File: config.mk
export PLATFORM = sky130hd
export DESIGN_NAME = rom_bus_bridge
export DESIGN_NICKNAME = d
export VERILOG_FILES = /design/src/rtl/rom_bus_bridge_pkg.sv /design/src/rtl/rom_bus_bridge_prefetch.sv /design/src/rtl/rom_bus_bridge.sv
export SDC_FILE = /design/constraint.sdc
export NUM_CORES = 1
export LEC_CHECK = 0
export ABC_AREA = 1
export CAP_MARGIN = 20
export CORE_AREA = 2 2 58 60
export CTS_CLUSTER_DIAMETER = 50
export DETAILED_ROUTE_END_ITERATION = 12
export DIE_AREA = 0 0 60 62
export GPL_TIMING_DRIVEN = 0
export PLACE_DENSITY = 0.83
export SLEW_MARGIN = 20
export SYNTH_ARGS = -nofsm -noshare
export SYNTH_HDL_FRONTEND = slang
export SYNTH_SLANG_ARGS = --single-unit
File: constraint.sdc
create_clock -name clock -period 2.1 [get_ports clock]
set_clock_uncertainty 0.05 [all_clocks]
set_input_delay 0.63 -clock clock [delete_from_list [all_inputs] [get_ports clock]]
set_output_delay 0.63 -clock clock [all_outputs]
set_load 0.02 [all_outputs]
File: src/rtl/rom_bus_bridge_pkg.sv
// rom_bus_bridge_pkg: shared FSM encodings and default address/fill constants
// for the monitor-ROM bus bridge and its optional prefetch buffer.
package rom_bus_bridge_pkg;

    localparam logic [15:0] DEF_WIN_BASE  = 16'hF800;
    localparam logic [15:0] DEF_CTRL_ADDR = 16'hC0F0;
    localparam logic [7:0]  DEF_FILL      = 8'hFF;

    // PF_ISSUE/PF_CAP are only reachable with ROM_PREFETCH_EN.
    typedef enum logic [2:0] {
        S_IDLE,
        S_ISSUE,
        S_CAPTURE,
        S_RESP,
        S_PF_ISSUE,
        S_PF_CAP
    } state_t;

endpackage

File: src/rtl/rom_bus_bridge_prefetch.sv
// rom_bus_bridge_prefetch: one-entry ROM prefetch buffer (data, {bank,offset}
// tag, valid). Only built with ROM_PREFETCH_EN.
// Ports: clock/reset; i_inv clears valid; i_load captures i_load_tag and
// i_load_data; o_hit = valid and tag matches i_look_tag; o_data = buffered byte.
`ifdef ROM_PREFETCH_EN
module rom_bus_bridge_prefetch #(
    parameter int DW = 8,
    parameter int TW = 14
) (
    input  logic          clock,
    input  logic          reset,
    input  logic          i_inv,
    input  logic          i_load,
    input  logic [TW-1:0] i_load_tag,
    input  logic [DW-1:0] i_load_data,
    input  logic [TW-1:0] i_look_tag,
    output logic          o_hit,
    output logic [DW-1:0] o_data
);

    logic          r_valid;
    logic [TW-1:0] r_tag;
    logic [DW-1:0] r_data;

    always_ff @(posedge clock) begin
        if (reset) begin
            r_valid <= 1'b0;
            r_tag   <= '0;
            r_data  <= '0;
        end else if (i_inv) begin
            r_valid <= 1'b0;
        end else if (i_load) begin
            r_valid <= 1'b1;
            r_tag   <= i_load_tag;
            r_data  <= i_load_data;
        end
    end

    assign o_hit  = r_valid && (r_tag == i_look_tag);
    assign o_data = r_data;

endmodule
`endif

File: src/rtl/rom_bus_bridge.sv
// rom_bus_bridge: 6502 bus front end mapping the CPU ROM window onto a banked
// synchronous ROM, with a CPU-writable bank-select register.
// Ports: clock/reset (sync, high); cpu_addr/req/we/wdata in, cpu_rdata/ack
// out; rom_a/rom_ce to ROM, rom_data from ROM; bank = current bank.
// Optional macro ROM_PREFETCH_EN adds a one-entry next-offset prefetch.
module rom_bus_bridge
    import rom_bus_bridge_pkg::*;
#(
    parameter int          DW        = 8,
    parameter int          AW        = 14,
    parameter int          WIN_AW    = 11,
    parameter logic [15:0] WIN_BASE  = DEF_WIN_BASE,
    parameter logic [15:0] CTRL_ADDR = DEF_CTRL_ADDR,
    parameter logic [DW-1:0] FILL    = DEF_FILL,
    localparam int         BANK_W    = AW - WIN_AW
) (
    input  logic              clock,
    input  logic              reset,
    input  logic [15:0]       cpu_addr,
    input  logic              cpu_req,
    input  logic              cpu_we,
    input  logic [DW-1:0]     cpu_wdata,
    output logic [DW-1:0]     cpu_rdata,
    output logic              cpu_ack,
    output logic [AW-1:0]     rom_a,
    output logic              rom_ce,
    input  logic [DW-1:0]     rom_data,
    output logic [BANK_W-1:0] bank
);

    state_t              r_state;
    logic [DW-1:0]       r_cpu_rdata;
    logic                r_cpu_ack;
    logic [AW-1:0]       r_rom_a;
    logic                r_rom_ce;
    logic [BANK_W-1:0]   r_bank;

    logic                w_win;
    logic [WIN_AW-1:0]   w_off;
    logic                w_rd_win;
    logic                w_ctrl_wr;
    logic                w_unused;

    assign w_win     = cpu_addr[15:WIN_AW] == WIN_BASE[15:WIN_AW];
    assign w_off     = cpu_addr[WIN_AW-1:0];
    assign w_rd_win  = cpu_req && !cpu_we && w_win;
    assign w_ctrl_wr = cpu_req && cpu_we && (cpu_addr == CTRL_ADDR);
    assign w_unused  = ^cpu_wdata[DW-1:BANK_W];

`ifdef ROM_PREFETCH_EN
    logic              w_hit;
    logic [DW-1:0]     w_buf_data;
    logic              w_pf_load;
    logic              w_inv;
    logic [WIN_AW-1:0] r_pf_off;
    logic              r_pf_req;

    assign w_pf_load = (r_state == S_PF_CAP);
    assign w_inv     = (r_state == S_IDLE) && w_ctrl_wr;

    rom_bus_bridge_prefetch #(
        .DW (DW),
        .TW (AW)
    ) u_pf (
        .clock       (clock),
        .reset       (reset),
        .i_inv       (w_inv),
        .i_load      (w_pf_load),
        .i_load_tag  (r_rom_a),
        .i_load_data (rom_data),
        .i_look_tag  ({r_bank, w_off}),
        .o_hit       (w_hit),
        .o_data      (w_buf_data)
    );
`endif

    always_ff @(posedge clock) begin
        if (reset) begin
            r_state     <= S_IDLE;
            r_cpu_rdata <= '0;
            r_cpu_ack   <= 1'b0;
            r_rom_a     <= '0;
            r_rom_ce    <= 1'b0;
            r_bank      <= '0;
`ifdef ROM_PREFETCH_EN
            r_pf_off    <= '0;
            r_pf_req    <= 1'b0;
`endif
        end else begin
            // ack and ce are single-cycle pulses
            r_cpu_ack <= 1'b0;
            r_rom_ce  <= 1'b0;
            case (r_state)
                S_IDLE: begin
                    if (w_rd_win) begin
`ifdef ROM_PREFETCH_EN
                        r_pf_off <= w_off;
                        // last offset of the window never prefetches
                        r_pf_req <= (w_off != '1);
                        if (w_hit) begin
                            r_cpu_rdata <= w_buf_data;
                            r_cpu_ack   <= 1'b1;
                            r_state     <= S_RESP;
                        end else begin
                            r_rom_ce <= 1'b1;
                            r_rom_a  <= {r_bank, w_off};
                            r_state  <= S_ISSUE;
                        end
`else
                        r_rom_ce <= 1'b1;
                        r_rom_a  <= {r_bank, w_off};
                        r_state  <= S_ISSUE;
`endif
                    end else if (cpu_req) begin
`ifdef ROM_PREFETCH_EN
                        r_pf_req <= 1'b0;
`endif
                        if (!cpu_we)
                            r_cpu_rdata <= FILL;
                        if (w_ctrl_wr)
                            r_bank <= cpu_wdata[BANK_W-1:0];
                        r_cpu_ack <= 1'b1;
                        r_state   <= S_RESP;
                    end
                end
                S_ISSUE: begin
                    r_state <= S_CAPTURE;
                end
                S_CAPTURE: begin
                    r_cpu_rdata <= rom_data;
                    r_cpu_ack   <= 1'b1;
                    r_state     <= S_RESP;
                end
                S_RESP: begin
`ifdef ROM_PREFETCH_EN
                    r_pf_req <= 1'b0;
                    if (r_pf_req) begin
                        r_rom_ce <= 1'b1;
                        r_rom_a  <= {r_bank, r_pf_off + WIN_AW'(1)};
                        r_state  <= S_PF_ISSUE;
                    end else begin
                        r_state <= S_IDLE;
                    end
`else
                    r_state <= S_IDLE;
`endif
                end
                S_PF_ISSUE: begin
                    r_state <= S_PF_CAP;
                end
                S_PF_CAP: begin
                    r_state <= S_IDLE;
                end
                default: begin
                    r_state <= S_IDLE;
                end
            endcase
        end
    end

    assign cpu_rdata = r_cpu_rdata;
    assign cpu_ack   = r_cpu_ack;
    assign rom_a     = r_rom_a;
    assign rom_ce    = r_rom_ce;
    assign bank      = r_bank;

endmodule

; Word level (Yosys, flattened, before mapping)
; Index checks and enable logic that the tools add are counted.
[totals]
ff_bits = 30
in_bits = 36
output_inout_bits = 27
elab_cells = 39
[op_classes]
eq_ne = 9
mux = 11
bitwise = 2
reduce_logical = 11
[ops]
columns = operator, n
row1 = 2-to-1 mux 8 bit, 3
row2 = equality test 16 bit (second input constant), 1
row3 = one-hot mux 8 bit (2 select lines), 1
row4 = one-hot mux 3 bit (4 select lines), 1
row5 = AND reduction 4 bit, 2
row6 = 2-to-1 mux 3 bit, 2
row7 = inequality test 2 bit (second input constant), 3
row8 = equality test 5 bit (second input constant), 1
row9 = logical AND 1 bit, 4
row10 = equality test 3 x 1 -> 1 bit (second input constant), 1
row11 = equality test 3 x 2 -> 1 bit (second input constant), 1
row12 = equality test 3 bit (second input constant), 1
row13 = logical NOT 3 bit, 1
row14 = 2-to-1 mux 1 bit, 3
row15 = inequality test 3 bit (second input constant), 1
row16 = inverter 1 bit, 2
row17 = one-hot mux 1 bit (2 select lines), 1
row18 = AND reduction 2 bit, 1
row19 = nonzero test 2 bit, 1
row20 = OR reduction 2 bit, 1
row21 = logical NOT 1 bit, 1

; Logic depth before layout (Yosys ltp)
[logic_depth]
depth_word = 5
depth_mapped = 9
ltp_nobuf = 9

; Least setup slack after synthesis
; No wires, ideal clock.
[synth_timing]
path_kind = input port to flip-flop
from = in cpu_addr[15]
to = reg r_rom_a[10], in the netlist rom_a[10]
arrival_ns = 1.292
required_ns = 1.931
path_slack_ns = 0.639
path_stages = 6
n_path_buf = 1
path_cell_list = nand2_1 nor2_4 nand4_2 buf_2 o21ai_0 a21oi_1
[synth_via]
elab_chain_len = 3
[synth_rtl]
columns = element, line
row1 = "start, declared", rom_bus_bridge.sv:19  ; input logic [15:0] cpu_addr,
row2 = equality test 5 bit, rom_bus_bridge.sv:44  ; assign w_win = cpu_addr[15:WIN_AW] == WIN_BASE[15:WIN_AW];
row3 = logical AND 1 bit, rom_bus_bridge.sv:46  ; assign w_rd_win = cpu_req && !cpu_we && w_win;
row4 = AND reduction 2 bit (no line), n/a
row5 = "end signal, assigned", rom_bus_bridge.sv:111  ; r_rom_a <= {r_bank, w_off};
row6 = "end, declared", rom_bus_bridge.sv:34  ; logic [AW-1:0] r_rom_a;
; No other way between the ends.
; A chain may end at the register's enable or synchronous reset.

; Final worst setup path
[layout_timing]
from = reg r_cpu_rdata[0], in the netlist cpu_rdata[0]
to = out cpu_rdata[0]
[layout_lines]
columns = element, line
row1 = "start, declared", rom_bus_bridge.sv:32  ; logic [DW-1:0] r_cpu_rdata;
row2 = "start signal, assigned", rom_bus_bridge.sv:130  ; r_cpu_rdata <= rom_data;
row3 = "end, declared", rom_bus_bridge.sv:23  ; output logic [DW-1:0] cpu_rdata,
; No word-level cell between the ends.

==> flow_summary.yaml <==
run_status:
  status: "finished clean"
power_and_ir_drop:
  pwr_density_cell_nw_per_um2: 591
  p_leak_uw: 0.000766
  combPwrFrac_pct: 19.8
  p_seq_share_pct: 52.8
  clk_network_pwr_share_pct: 27.4
  ir_drop_uv: 423
  switchingPower_uw: 330
  swShare_pct: 28.4
  internal-power_uw: 832
route:
  detail_route.drc_violations: 0
  vias: 1328
  wire_per_inst_um: 10.8
  drt_pre_antenna_iters: 4
  route.final.wire_length_um: 3110
  antenna_violating_nets_post_route: 0
  detailedRoute.firstIterationViolations: 54
  routed_via_density: 4.61
logic_synthesis:
  mappedNetlistNets: 214
  synth_top_family_by_area: "simple AND/OR/NAND/NOR gates"
  synth-seq-cells: 30
  synth_seq_area_share_pct: 46.6
  syn_avg_cell_area_um2: 7.25
  netlist-cell-type-count: 19
  synthesis.yosys.warnings: 0
  synth_compound_area_share_pct: 18.4
  synthMuxAreaShare_pct: 0
  synth.area.top_cells: "sky130_fd_sc_hd__dfxtp_1 (47%), sky130_fd_sc_hd__inv_1 (11%), sky130_fd_sc_hd__a21oi_1 (8.9%)"
  netlist_instances: 178
  synth.cell_area_um2: 1290
  synth.top_cell.area_share_pct: 46.6
  synth_adder_area_share_pct: 0
  synth-simple-area-share_pct: 21.0
  share_of_the_synthesized_netlist_area_taken_by_xor_and_xnor_gates_pct: 0
  synth_top_cell_by_area: "sky130_fd_sc_hd__dfxtp_1"
min_path:
  type_of_the_tightest_min_delay_check: "reg -> reg"
  worst_hold_startpoint: "rom_a[11]$_SDFFE_PP0P_"
  hold_path_end: "rom_a[11]$_SDFFE_PP0P_"
  min_delay_path_depth: 2
global_route:
  grt_remaining_overflow: 0
  pin_count_of_the_biggest_net_entering_global_routing: 11
  global_route_usage_over_all_layers_pct: 18.4
  grt_first_pass_wirelength_um: 4940
  grt_pass1_vias: 1223
  grt_antenna_before_repair: 0
final_layout:
  postLayoutCellArea_um2: 1970
  antenna_cells: 0
  syn_to_final_growth_pct: 52.4
  final_net_count: 278
  final_common_cell: "sky130_fd_sc_hd__clkdlybuf4s50_1"
  mostFrequentLayoutCells: "sky130_fd_sc_hd__clkdlybuf4s50_1 (57), sky130_fd_sc_hd__inv_1 (38), sky130_fd_sc_hd__dfxtp_1 (30), sky130_fd_sc_hd__o21ai_0 (23), sky130_fd_sc_hd__a21oi_1 (23)"
  layout-drive-gt1-share_pct: 7.85
cts:
  tritoncts_clock_tree: "yes"
  clock_slew_seen_by_the_registers_of_the_worst_setup_and_hold_paths_ns: 0.10
  postCtsResizedCells: 0
  max-clock-path-buffers: 2
  clock-root-buffer: "sky130_fd_sc_hd__clkbuf_4"
  post_cts_hold_buffer_count: 0
  insertion_delay_ns: 0.32
  cts_buffers: 5
  tritoncts_num_sinks: 30
  htreeDepth: 2
  post-cts-setup-buffers: 0
die:
  core.rowCount: 21
  fp.dieArea_um2: 3720
  die-width_um: 60
  ioPinCount: 63
  core_um2: 3180
  die_y_um: 62
  floorplan.initialDensity_pct: 40.6
placement:
  numPortBuffers: 57
  hpwlAfterDp_um: 2430
  post_place_instance_area_um2: 1920
  finalWeightedCongestion: 0.804
worst_setup_path:
  timing.critical_path.cells: "clkdlybuf4s50_1"
  cpPeakStageDelay_ns: 0.62
  crit_path_end_kind: "output pin"
  timing.reg2reg.setup_slack_ns: 0.81
  worstSetupPathType: "reg -> out"
  critical_path_buf_inv_count: 1
  critical-path-slowest-cell: "sky130_fd_sc_hd__clkdlybuf4s50_1"
  cp_data_required_time_ns: 1.42
  destination_of_the_worst_register_to_register_timing_path: "bank[0]$_SDFFE_PP0P_"
  critical_path.max_fanout: 2
  reg2reg_from: "r_state[0]$_SDFFE_PP0P_"
  worst_ep_arrival_time_ns: 1.31
  startpoint_type: "flop"
  worst_path_dominant_cell_family: "buffers and inverters"
  timing.reg2reg.worst_path_depth: 8
sta:
  tns_ns: 0
  slew-limit-headroom_pct: 76.8
  rsz0062_at_grt: "false"
  post-route-period-util_pct: 94.8
  worst_pin_slew_ns: 0.348
  drv_slew: 0
  report.final.hold_viol_count: 0
  period_minus_slack_ns: 1.99
  clock.fmax_ghz: 0.502
  setup-violations-final: 0
job:
  drv.max_cap_violation_count: 0
-- synth_stat cells, drive strengths merged --
cell and number:
inv 39, dfxtp 30, nor2 27, a21oi 23
o21ai 23, nand2 17, nand3 6, nand4 5
buf 3, clkbuf 2, a211oi 1, nor4 1
or2 1
-- worst max-delay path by stage --
stage	startpoint	endpoint	slack [ns]	cells past startpoint
3_5_place_dp	reset	rom_a[13]$_SDFFE_PP0P_	-0.06	5
3_3_place_gp	reset	cpu_rdata[1]$_SDFFE_PP0P_	0.04	5
5_1_grt	cpu_rdata[7]$_SDFFE_PP0P_	cpu_rdata[7]	0.05	1
4_1_cts	rom_a[13]$_SDFFE_PP0P_	rom_a[13]	0.1	1
2_1_floorplan	cpu_addr[15]	rom_a[10]$_SDFFE_PP0P_	0.64	6
6_report	cpu_rdata[0]$_SDFFE_PP0P_	cpu_rdata[0]	0.11	1
-- kinds of logic (layout without fill, tap and decap cells) --
logic type / after synthesis / after routing
compound gates: 47 / 47
buf+inv: 44 / 108
flops: 30 / 30
simple gates: 57 / 57
-- power groups by stage --
stage                     Sequential [uW]  Combinational (uW)  Clock (uW)
final                                 613                 230         319
after global routing                  617                 253         345
after CTS                             613                 232         324
after detailed placement              626                 230           0
after global placement                624                 226           0
after floorplan                       652                76.4           0
-- layout make-up --
cell class              instances  area [um^2]
fillers                       285         1210
flip-flops and latches         30          601
repair buffers                 57          571
multi-input cells             104          508
inverters                      39          146
well taps                      46         57.6
clock buffers                   5         37.5
plain buffers                   5         35.0
clock inverters                 2         10.0
-- routing by layer --
layer	vias to the layer above	global-route usage, %	share of wire (%)	routed length [um]
li1	688	-	-	-
met1	568	19.7	41	1290
met2	63	30.6	46	1430
met3	9	9.52	11	337
met4	0	8.25	1.8	56
met5	-	0	0	0
-- per-stage QoR --
step           total power [uW]  hold WS, ns  setup slack (ns)  instances  utilization [%]
3_5_place_dp                856        0.386           -0.0553        281             60.3
3_3_place_gp                850        0.381            0.0399        281             60.3
2_1_floorplan               728        0.424             0.639        178                -
4_1_cts                    1170        0.399            0.0958        288             61.8
5_1_grt                    1220        0.424            0.0525        288             61.8
6_report                   1160        0.397             0.109        288             61.8
-- sequential cells by signal, indices dropped and copies added (netlist names) --
signal     flops
rom_ce         1
cpu_rdata      8
cpu_ack        1
rom_a         14
bank           3
r_state        3
Power figures use the tool's default switching activity.
